[src/rtl/spi_slave.sv]
// ---------------------------------------------------------------------------
// spi_slave
//   SPI mode-0 (CPOL=0, CPHA=0), MSB-first slave running entirely in the
//   system clock domain. SCLK, CS and MOSI are oversampled through equal-depth
//   synchronizers, and edges are detected on the synchronized copies.
//
// Ports
//   clk      : system clock, all state on rising edge
//   reset    : asynchronous active-low reset
//   SCLK     : serial clock from master (asynchronous)
//   CS       : chip select from master, active-low (asynchronous)
//   MOSI     : serial data from master
//   MISO     : serial data to master, held at 1 while idle
//   dataIN   : word to transmit, sampled at load points only
//   dataOUT  : last complete received word
//   DONE     : one-clk pulse per completed word
//   BUSY     : high while selected (state SHIFT)
//   o_state  : debug view of the FSM state (0 = IDLE, 1 = SHIFT)
//
// Handshake: a word is complete when DONE is high; dataOUT holds that word
// from the same cycle until the next completed word. There is no back-pressure.
// ---------------------------------------------------------------------------
module spi_slave #(
    parameter int WIDTH       = 16,
    parameter int SYNC_STAGES = 2
) (
    input  logic             clk,
    input  logic             reset,
    input  logic             SCLK,
    input  logic             CS,
    input  logic             MOSI,
    output logic             MISO,
    input  logic [WIDTH-1:0] dataIN,
    output logic [WIDTH-1:0] dataOUT,
    output logic             DONE,
    output logic             BUSY,
    output logic             o_state
);

    typedef enum logic {
        ST_IDLE  = 1'b0,
        ST_SHIFT = 1'b1
    } state_t;

    localparam int            CW       = (WIDTH > 1) ? $clog2(WIDTH) : 1;
    localparam logic [CW-1:0] LAST_BIT = CW'(WIDTH - 1);

    // Synchronizers: all three inputs see the same delay so MOSI is stable
    // relative to the synchronized SCLK rising edge.
    logic [SYNC_STAGES-1:0] r_sclk_sync;
    logic [SYNC_STAGES-1:0] r_cs_sync;
    logic [SYNC_STAGES-1:0] r_mosi_sync;
    logic                   r_sclk_d;
    logic                   r_cs_d;

    state_t                 r_state;
    state_t                 w_state_next;

    logic [WIDTH-1:0]       r_tx;
    // Only WIDTH-1 bits of received history are kept; the newest bit comes
    // straight from the synchronizer when the word is assembled.
    logic [WIDTH-2:0]       r_rx;
    logic [CW-1:0]          r_cnt;
    logic [WIDTH-1:0]       r_data_out;
    logic                   r_done;

    logic                   w_sclk_s;
    logic                   w_cs_s;
    logic                   w_mosi_s;
    logic                   w_sclk_rise;
    logic                   w_sclk_fall;
    logic                   w_cs_fall;
    logic                   w_cs_rise;
    logic [WIDTH-1:0]       w_rx_next;

    assign w_sclk_s    = r_sclk_sync[SYNC_STAGES-1];
    assign w_cs_s      = r_cs_sync[SYNC_STAGES-1];
    assign w_mosi_s    = r_mosi_sync[SYNC_STAGES-1];
    assign w_sclk_rise = w_sclk_s & ~r_sclk_d;
    assign w_sclk_fall = ~w_sclk_s & r_sclk_d;
    assign w_cs_fall   = ~w_cs_s & r_cs_d;
    assign w_cs_rise   = w_cs_s & ~r_cs_d;
    assign w_rx_next   = {r_rx, w_mosi_s};

    always_ff @(posedge clk or negedge reset) begin
        if (!reset) begin
            r_sclk_sync <= '0;
            r_cs_sync   <= '1;
            r_mosi_sync <= '0;
            r_sclk_d    <= 1'b0;
            r_cs_d      <= 1'b1;
        end else begin
            r_sclk_sync <= {r_sclk_sync[SYNC_STAGES-2:0], SCLK};
            r_cs_sync   <= {r_cs_sync[SYNC_STAGES-2:0], CS};
            r_mosi_sync <= {r_mosi_sync[SYNC_STAGES-2:0], MOSI};
            r_sclk_d    <= w_sclk_s;
            r_cs_d      <= w_cs_s;
        end
    end

    // FSM state register
    always_ff @(posedge clk or negedge reset) begin
        if (!reset) begin
            r_state <= ST_IDLE;
        end else begin
            r_state <= w_state_next;
        end
    end

    // FSM next state
    always_comb begin
        w_state_next = r_state;
        case (r_state)
            ST_IDLE:  if (w_cs_fall) w_state_next = ST_SHIFT;
            ST_SHIFT: if (w_cs_rise) w_state_next = ST_IDLE;
            default:  w_state_next = ST_IDLE;
        endcase
    end

    // Datapath. A CS rise in the same cycle as the last SCLK rise still lets
    // the word complete, because the shift handling below does not look at CS.
    always_ff @(posedge clk or negedge reset) begin
        if (!reset) begin
            r_tx       <= '0;
            r_rx       <= '0;
            r_cnt      <= '0;
            r_data_out <= '0;
            r_done     <= 1'b0;
        end else begin
            r_done <= 1'b0;
            case (r_state)
                ST_IDLE: begin
                    if (w_cs_fall) begin
                        r_tx  <= dataIN;
                        r_rx  <= '0;
                        r_cnt <= '0;
                    end
                end
                ST_SHIFT: begin
                    if (w_sclk_rise) begin
                        r_rx <= w_rx_next[WIDTH-2:0];
                        if (r_cnt == LAST_BIT) begin
                            r_cnt      <= '0;
                            r_data_out <= w_rx_next;
                            r_done     <= 1'b1;
                        end else begin
                            r_cnt <= r_cnt + CW'(1);
                        end
                    end
                    if (w_sclk_fall) begin
                        // Counter at 0 on a falling edge means a word boundary
                        // was just crossed: start the next word from dataIN.
                        if (r_cnt == '0) begin
                            r_tx <= dataIN;
                        end else begin
                            r_tx <= {r_tx[WIDTH-2:0], 1'b0};
                        end
                    end
                end
                default: ;
            endcase
        end
    end

    // MISO is the tx MSB while selected and idles high otherwise.
    assign MISO    = (r_state == ST_SHIFT) ? r_tx[WIDTH-1] : 1'b1;
    assign dataOUT = r_data_out;
    assign DONE    = r_done;
    assign BUSY    = (r_state == ST_SHIFT);
    assign o_state = r_state;

endmodule

[config.mk]
export PLATFORM = sky130hd
export DESIGN_NAME = spi_slave
export DESIGN_NICKNAME = d
export VERILOG_FILES = /design/src/rtl/spi_slave.sv
export SDC_FILE = /design/constraint.sdc
export NUM_CORES = 1
export LEC_CHECK = 0
export BUFFER_PORTS_ARGS = -buffer_cell sky130_fd_sc_hd__buf_2
export CAP_MARGIN = 10
export CORE_ASPECT_RATIO = 0.9
export CORE_MARGIN = 3
export CORE_UTILIZATION = 46
export CTS_CLUSTER_DIAMETER = 120
export CTS_CLUSTER_SIZE = 16
export DETAILED_ROUTE_END_ITERATION = 10
export GPL_TIMING_DRIVEN = 0
export PLACE_DENSITY_LB_ADDON = 0.05
export SETUP_SLACK_MARGIN = 0.1
export SKIP_CTS_REPAIR_TIMING = 1
export SLEW_MARGIN = 40
export SYNTH_ARGS = -nofsm -noshare
export SYNTH_HDL_FRONTEND = slang
export SYNTH_SLANG_ARGS = --single-unit
[constraint.sdc]
create_clock -name clk -period 2.42 [get_ports clk]
set_clock_uncertainty 0.1 [all_clocks]
set_input_delay 0.121 -clock clk [delete_from_list [all_inputs] [get_ports clk]]
set_output_delay 0.121 -clock clk [all_outputs]
set_load 0.005 [all_outputs]
==> results of run 1 <==
-- per-stage QoR --
stage / power, mW / hold slack, ns / area [sq um] / std cells
floorplan: 1.55 / -0.275 / 2540 / 199
global placement: 1.68 / 0.127 / 2830 / 306
detailed placement: 1.68 / 0.127 / 2830 / 306
CTS: 2.64 / -0.235 / 3040 / 322
global route: 2.79 / 0.00684 / 3220 / 339
finish: 2.63 / -0.00928 / 3220 / 339
-- logic make-up (layout without fill, tap and decap cells) --
kind of cell	count (synthesis)	after routing	share of synthesized area (%)
DFF	61	61	60.1
adders and majority gates	3	3	1.38
buffers and inverters	22	95	5.21
and+or+nand+nor	45	45	10.9
AOI/OAI and AO/OA	51	51	13.6
muxes	17	17	8.85
-- worst register-to-register path, delay by kind of cell (launching register included) --
kind	cells	cell delay (ns)
AO/OA/AOI/OAI	2	0.37
adder cells (fa/ha/maj)	1	0.15
flip-flops	1	0.41
buffers and inverters	2	0.43
AND/OR/NAND/NOR	1	0.39
-- cell usage after synthesis (2+ instances only) --
library cell	number
sky130_fd_sc_hd__a22o_1	16
sky130_fd_sc_hd__a31oi_1	15
sky130_fd_sc_hd__and4_1	2
sky130_fd_sc_hd__buf_2	7
sky130_fd_sc_hd__buf_4	2
sky130_fd_sc_hd__buf_6	3
sky130_fd_sc_hd__clkbuf_1	4
sky130_fd_sc_hd__dfrtp_1	58
sky130_fd_sc_hd__dfstp_2	3
sky130_fd_sc_hd__ha_1	2
sky130_fd_sc_hd__inv_1	5
sky130_fd_sc_hd__mux2_2	8
sky130_fd_sc_hd__mux2_4	9
sky130_fd_sc_hd__nand3_1	16
sky130_fd_sc_hd__nor2b_1	2
sky130_fd_sc_hd__nor3_1	15
sky130_fd_sc_hd__o21ai_0	16
-- sequential cells by signal, summed over array words and instances (netlist names) --
| signal | count |
|---|---|
| dataOUT | 16 |
| r_cs_d | 1 |
| DONE | 1 |
| r_sclk_sync | 2 |
| r_cs_sync | 2 |
| r_cnt | 4 |
| r_rx | 15 |
| r_sclk_d | 1 |
| r_mosi_sync | 2 |
| BUSY | 1 |
| r_tx | 16 |
-- cell type report --
cell class	count	area (sq um)	share of cell area, %
buffer	17	114	3.54
clock buffer	12	165	5.14
clock inverter	4	45.0	1.40
inverter	5	18.8	0.584
multi-input combinational	116	882	27.4
sequential	61	1530	47.6
tap	67	83.8	2.61
timing repair buffer	57	377	11.7
-- metal layers --
layer  vias to the layer above  share of wire (%)  wire [um]
met2                        44                 46       2320
li1                        871                  -          -
met5                         -                  0          0
met3                         8                5.4        273
met1                       926                 48       2400
met4                         0                1.0         51
-- final timing paths --
kind | startpoint | slack [ns] | end
min in group asynchronous | reset | 0.23 | r_rx[11]$_DFFE_PN0P_
worst max-delay path | r_cnt[0]$_DFFE_PN0P_ | 0.50 | r_tx[5]$_DFFE_PN0P_
worst min-delay path | dataIN[15] | -0.009 | r_tx[15]$_DFFE_PN0P_
worst max register to register | r_cnt[0]$_DFFE_PN0P_ | 0.50 | r_tx[5]$_DFFE_PN0P_
max in group asynchronous | reset | 1.61 | r_cs_d$_DFF_PN1_
worst min register to register | r_mosi_sync[0]$_DFF_PN0_ | 0.25 | r_mosi_sync[1]$_DFF_PN0_
-- power by group --
group,switching [mW],internal (mW)
registers,0.0920,1.15
clock network,0.381,0.554
logic,0.239,0.209
==> results.env, run 1 <==
SYNTH_FF_TYPE='sky130_fd_sc_hd__dfrtp_1'
ARRIVAL_NS=2.07
SETUP.WORST_PATH.CLASS='reg -> reg'
FINALWORSTSETUPSLACK_NS=0.497
TRITONCTS='built'
SYN_INST=199
H-TREE-DEPTH=3
CRITICAL_PATH.SLOWEST_CELL='sky130_fd_sc_hd__dfrtp_1'
VIAS_PER_CELL=5.45
FINALWORSTPATHREQUIREDPERIOD_NS=1.92
VIA_COUNT=1849
NFILLCELLS=420
CELL_FAMILY_CONTRIBUTING_THE_MOST_DELAY_ON_THE_CRITICAL_PATH='buffers and inverters'
SETUP.WORST_PATH.END_CLASS='flop'
ANTENNA_CELLS_INSERTED=0
VIOLATIONS='negative hold slack'
GRTUSAGEMET3_PCT=7.03
VIA_COUNT_OF_THE_FIRST_GLOBAL_ROUTING_PASS=1772
USE_MET1_PCT=22.2
POST_SYNTH.CELL_AREA_AVG_SQ_UM=12.8
FINALWEIGHTEDCONGESTION=0.772
PLACE_HPWL_UM=3120
CP_DATA_REQUIRED_TIME_NS=2.57
SYNTH_SEQUENTIAL_AREA_RATIO_PCT=60.1
SYNTH_CELL_TYPE_COUNT=33
GRT_SETUP_UNREPAIRED='no'
MAX_SLEW.WORST_PIN.SLEW_NS=0.540
IR_WORST_VDD_V=0.000575
NUMBER_OF_DRC_MARKERS_AFTER_THE_INITIAL_DETAILED_ROUTE_ITERATION=127
P_LEAK_nW=1.55
CRIT_CHAIN='inv_1 > ha_1 > nor3b_2 > clkbuf_1 > o21ai_0 > a31oi_1'
FINALWIRELENGTH_UM=5040
OVERALL_GLOBAL_ROUTING_USAGE_PCT=17.1
DPL_WORST_SLACK_NS=0.509
DIE_HEIGHT_UM=76.6
SYNTH.TOP_CELLS.BY_AREA='sky130_fd_sc_hd__dfrtp_1, sky130_fd_sc_hd__a22o_1, sky130_fd_sc_hd__mux2_4, sky130_fd_sc_hd__a31oi_1, sky130_fd_sc_hd__mux2_2'
DESIGN.PORTCOUNT=41
SYNTH_AREA_SQ_UM=2540
CLKTRANSATPATHREGS_NS=0.07
SETUP_VIOL=0
CRITICAL_PATH_PEAK_FANOUT=10
ROUTED_WIRE_LENGTH_PER_INSTANCE_UM=14.9
SYNTH_EDF_COUNT=0
COUNT_OF_NETS_AFTER_FINISHING=290
WORSTSETUPPATHDEPTH=6
DIE-AREA_SQ_UM=6460
HOLD_VIOL=2
CLOCK_SINKS=61
CTS_MADE_BUFFERS=9
DRTANTENNAVIOLNETS=0
PLACEMENTROWS=25
GRT_PASS1_WL_UM=8670
HOLDPATHSTAGES=3
HOLD-WORST-SLACK_NS=-0.00928
TIMING.HOLD.WORST.CLASS='in -> reg'
AREA.GROWTH.SYNTH_TO_FINAL_PCT=26.4
GRT_REMAINING_OVERFLOW=0
CPPEAKSTAGEDELAY_NS=0.41
ANTENNA_FOUND_INITIAL=0
FINAL.PERIOD_UTILIZATION_PCT=79.4
DETAIL_ROUTE.FIRST_PASS.ITERATIONS=4
FF2FF_PATH_DEPTH=6
LARGEST_NET_DEGREE_AT_THE_START_OF_GLOBAL_ROUTING=62
CTS_MAX_PATH_BUFFERS=2
POWER_DENSITY_nW_PER_UM2=817
FRACTION_OF_LAYOUT_CELLS_WITH_A_SIZE_SUFFIX_ABOVE_1_PCT=34.2
DIE_WIDTH_UM=84.4
REPORT.FINAL.SLEW_VIOL_COUNT=0
POSTLAYOUTCOREUTIL_PCT=60.8
PLACE.PORT_BUFFERS=40
SETUP_TNS_NS=0
TOTAL_OF_MAX_CAP_VIOLATIONS=0
WORST_SKEW_PAIR.LATE_LATENCY_NS=0.33
SYNTH_TOP_CELL_BY_AREA='sky130_fd_sc_hd__dfrtp_1'
INITIAL_STANDARD_CELL_UTILIZATION_OF_THE_CORE_PCT=48.1
MOST_FREQUENT_CELLS_IN_THE_LAYOUT='sky130_fd_sc_hd__dfrtp_1, sky130_fd_sc_hd__buf_2, sky130_fd_sc_hd__dlygate4sd3_1'
CTS_ROOT_BUF='sky130_fd_sc_hd__clkbuf_8'
TOP_USAGE_LAYER='met2'
WORSTPATHBUFFERINVERTERCOUNT=2
SYNTH_NETS=222
MAX_FREQ_GHz=0.520
WORST_SLEW_MARGIN_REL_PCT=64.0
STARTPOINT_CLASS='flop'
STATUS='complete, but fails checks'
DR_DRC_COUNT=0
SYNTH_ASYNC_SR_FLOP_SHARE_PCT=100
YS_SEQ_ELEMENTS=61
SYNTHDOMINANTCELLAREASHARE_PCT=57.0
SYNTH.YOSYS.WARNINGS=0
CORE_AREA_SQ_UM=5290
LAYOUT.CELLS.MOST_COMMON='sky130_fd_sc_hd__dfrtp_1'
USE_MET2_PCT=26.3
Note: power is estimated with default switching activity, not from simulation.
==> run 2: changes to the inputs <==
==> constraint.sdc (replaced) <==
create_clock -name clk -period 1.9 [get_ports clk]
set_clock_uncertainty 0.1 [all_clocks]
set_input_delay 0.095 -clock clk [delete_from_list [all_inputs] [get_ports clk]]
set_output_delay 0.095 -clock clk [all_outputs]
set_load 0.005 [all_outputs]
==> run 2 against run 1 <==
Sequential cell count unchanged. Final area increased by 4.0%. Critical path depth decreased by 1. Clock power increased by 27%. Worst hold slack improved by 0.22 ns. Highest routed layer unchanged. Routed wire length increased by 1.8%. Register-to-register slack got worse by 0.30 ns. First-iteration DRC count increased by 27%. The run now ends clean. Non-clock buffer count increased by 9.
==> results.env, run 2 (same netlist as run 1, synthesis figures left out) <==
H-TREE-DEPTH=3  # unchanged
DIE_HEIGHT_UM=76.6  # unchanged
COUNT_OF_NETS_AFTER_FINISHING=299  # +3.1%
ANTENNA_CELLS_INSERTED=0  # unchanged
FINALWORSTPATHREQUIREDPERIOD_NS=1.70  # -0.220 ns
CTS_ROOT_BUF='sky130_fd_sc_hd__clkbuf_8'
PLACE_HPWL_UM=3120  # unchanged
NUMBER_OF_DRC_MARKERS_AFTER_THE_INITIAL_DETAILED_ROUTE_ITERATION=161  # +27%
MULTIINPUTGATEAREA_SQ_UM=896  # +1.6%
DPL_WORST_SLACK_NS=-0.0111  # -0.520 ns
DRTANTENNAVIOLNETS=0  # unchanged
GRT_REMAINING_OVERFLOW=0  # unchanged
P_LEAK_nW=1.61  # +4.1%
TIMING.HOLD.WORST.CLASS='in -> async'
REGTOREGSETUPSLACK_NS=0.20  # -0.30 ns
GRT_PASS1_WL_UM=8670  # unchanged
CLOCK_SINKS=61  # unchanged
TOP_USAGE_LAYER='met2'
FINAL.PERIOD_UTILIZATION_PCT=89.6  # +10 points
DR_DRC_COUNT=0  # unchanged
STARTPOINT_CLASS='flop'
POSTLAYOUTCOREUTIL_PCT=63.3  # +2.5 points
NFILLCELLS=407  # -3.1%
FINALWEIGHTEDCONGESTION=0.772  # unchanged
IR_WORST_VDD_V=0.000737  # +28%
CP_DATA_REQUIRED_TIME_NS=2.01  # -0.56 ns
ANTENNA_FOUND_INITIAL=0  # unchanged
DETAIL_ROUTE.FIRST_PASS.ITERATIONS=4  # unchanged
PLACEMENT.CELL_AREA_SQ_UM=2830  # unchanged
LARGEST_NET_DEGREE_AT_THE_START_OF_GLOBAL_ROUTING=62  # unchanged
FRACTION_OF_LAYOUT_CELLS_WITH_A_SIZE_SUFFIX_ABOVE_1_PCT=36.3  # +2.1 points
USE_MET2_PCT=26.3  # unchanged
FF2FF_PATH_DEPTH=5  # -1
GRTUSAGEMET3_PCT=7.03  # unchanged
CRIT_CHAIN='and3b_4 > and4_1 > buf_6 > buf_12 > mux2_4'
FINALWORSTSETUPSLACK_NS=0.198  # -0.300 ns
ARRIVAL_NS=1.82  # -0.25 ns
SETUP_VIOL=0  # unchanged
STATUS='finished clean'
VIAS_PER_CELL=5.34  # -2.2%
MOST_FREQUENT_CELLS_IN_THE_LAYOUT='sky130_fd_sc_hd__dfrtp_1, sky130_fd_sc_hd__buf_2, sky130_fd_sc_hd__dlygate4sd3_1'
OVERALL_GLOBAL_ROUTING_USAGE_PCT=17.1  # unchanged
TOTAL_OF_MAX_CAP_VIOLATIONS=0  # unchanged
SEQCELLAREA_SQ_UM=1530  # unchanged
AREA.GROWTH.SYNTH_TO_FINAL_PCT=31.5
CPPEAKSTAGEDELAY_NS=0.37  # -0.04 ns
CRITICAL_PATH_PEAK_FANOUT=10  # unchanged
FINALWIRELENGTH_UM=5130  # +1.8%
DIE_WIDTH_UM=84.4  # unchanged
WORST_SKEW_PAIR.LATE_LATENCY_NS=0.33  # about the same
FINAL_CELL_AREA_SQ_UM=3350  # +4.0%
USE_MET1_PCT=22.2  # unchanged
SETUP.WORST_PATH.CLASS='reg -> reg'
TRITONCTS='built'
DESIGN.PORTCOUNT=41  # unchanged
VIA_COUNT=1857  # +0.43%
PLACEMENTROWS=25  # unchanged
ROUTED_WIRE_LENGTH_PER_INSTANCE_UM=14.8  # -0.83%
SETUP.WORST_PATH.END_CLASS='flop'
STDCELL_COUNT=348  # +2.7%
MAX_FREQ_GHz=0.587  # +13%
DIE-AREA_SQ_UM=6460  # unchanged
CORE_AREA_SQ_UM=5290  # unchanged
REPORT.FINAL.SLEW_VIOL_COUNT=0  # unchanged
HOLD_VIOL=0  # -2
LAYOUT.CELLS.MOST_COMMON='sky130_fd_sc_hd__dfrtp_1'
WORST_SLEW_MARGIN_REL_PCT=63.9  # -0.097 points
CRITICAL_PATH.SLOWEST_CELL='sky130_fd_sc_hd__dfrtp_1'
REGTOREGSTARTPOINT='r_sclk_d$_DFF_PN0_'
CTS_MAX_PATH_BUFFERS=2  # unchanged
PLACE.PORT_BUFFERS=40  # unchanged
VIA_COUNT_OF_THE_FIRST_GLOBAL_ROUTING_PASS=1772  # unchanged
MAX_SLEW.WORST_PIN.SLEW_NS=0.541  # +0.00146 ns
POWER_DENSITY_nW_PER_UM2=1020  # +25%
SETUP_TNS_NS=0  # unchanged
PLACED_CELLS_INCL_TAPS=306  # unchanged
REGTOREGENDPOINT='dataOUT[12]$_DFFE_PN0P_'
GRT_SETUP_UNREPAIRED='no'
CTS_MADE_BUFFERS=9  # unchanged
INITIAL_STANDARD_CELL_UTILIZATION_OF_THE_CORE_PCT=48.1  # unchanged
CLKTRANSATPATHREGS_NS=0.07  # about the same
==> run 2: how the worst max path moves through the flow <==
stage,start,to,depth (start not counted),slack [ns]
final,r_sclk_d$_DFF_PN0_,dataOUT[12]$_DFFE_PN0P_,5,0.20
after global routing,r_cnt[1]$_DFFE_PN0P_,r_tx[5]$_DFFE_PN0P_,7,0.12
after CTS,r_cnt[0]$_DFFE_PN0P_,r_tx[5]$_DFFE_PN0P_,6,-0.04
after detailed placement,r_cnt[0]$_DFFE_PN0P_,r_tx[5]$_DFFE_PN0P_,6,-0.01
after global placement,r_cnt[0]$_DFFE_PN0P_,r_tx[10]$_DFFE_PN0P_,6,0.03
after floorplan,r_sclk_d$_DFF_PN0_,dataOUT[10]$_DFFE_PN0P_,5,0.27
==> run 2: final cells by class <==
cell class	count	share of cell area, %
plain buffers	17	3.89
multi-input cells	116	26.8
clock buffers	12	4.94
well taps	67	2.51
clock inverters	4	1.35
flip-flops and latches	61	45.7
repair buffers	66	14.2
inverters	5	0.561
==> run 2: where the power goes <==
group | switching (mW) | internal (mW) | total (mW)
clock | 0.483 | 0.706 | 1.19
sequential | 0.120 | 1.47 | 1.59
combinational | 0.315 | 0.316 | 0.631
==> run 2: metrics by stage <==
| stage | total power [mW] | hold slack, ns |
|---|---|---|
| global route | 3.62 | 0.236 |
| CTS | 3.36 | -0.261 |
| global placement | 2.14 | 0.101 |
| floorplan | 1.97 | -0.301 |
| detailed placement | 2.15 | 0.101 |
| finish | 3.41 | 0.207 |
==> run 2: routing by layer <==
metal | vias to the layer above | part of all wire (%)
met1 | 919 | 47
li1 | 888 | -
met4 | 0 | 0.29
met2 | 48 | 48
met5 | - | 0
met3 | 2 | 5.0
==> run 2: critical path: cells and delay by family (launching register included) <==
family	cells	cell delay, ns
DFF	1	0.37
muxes	1	0.30
buffers and inverters	2	0.27
and+or+nand+nor	2	0.55
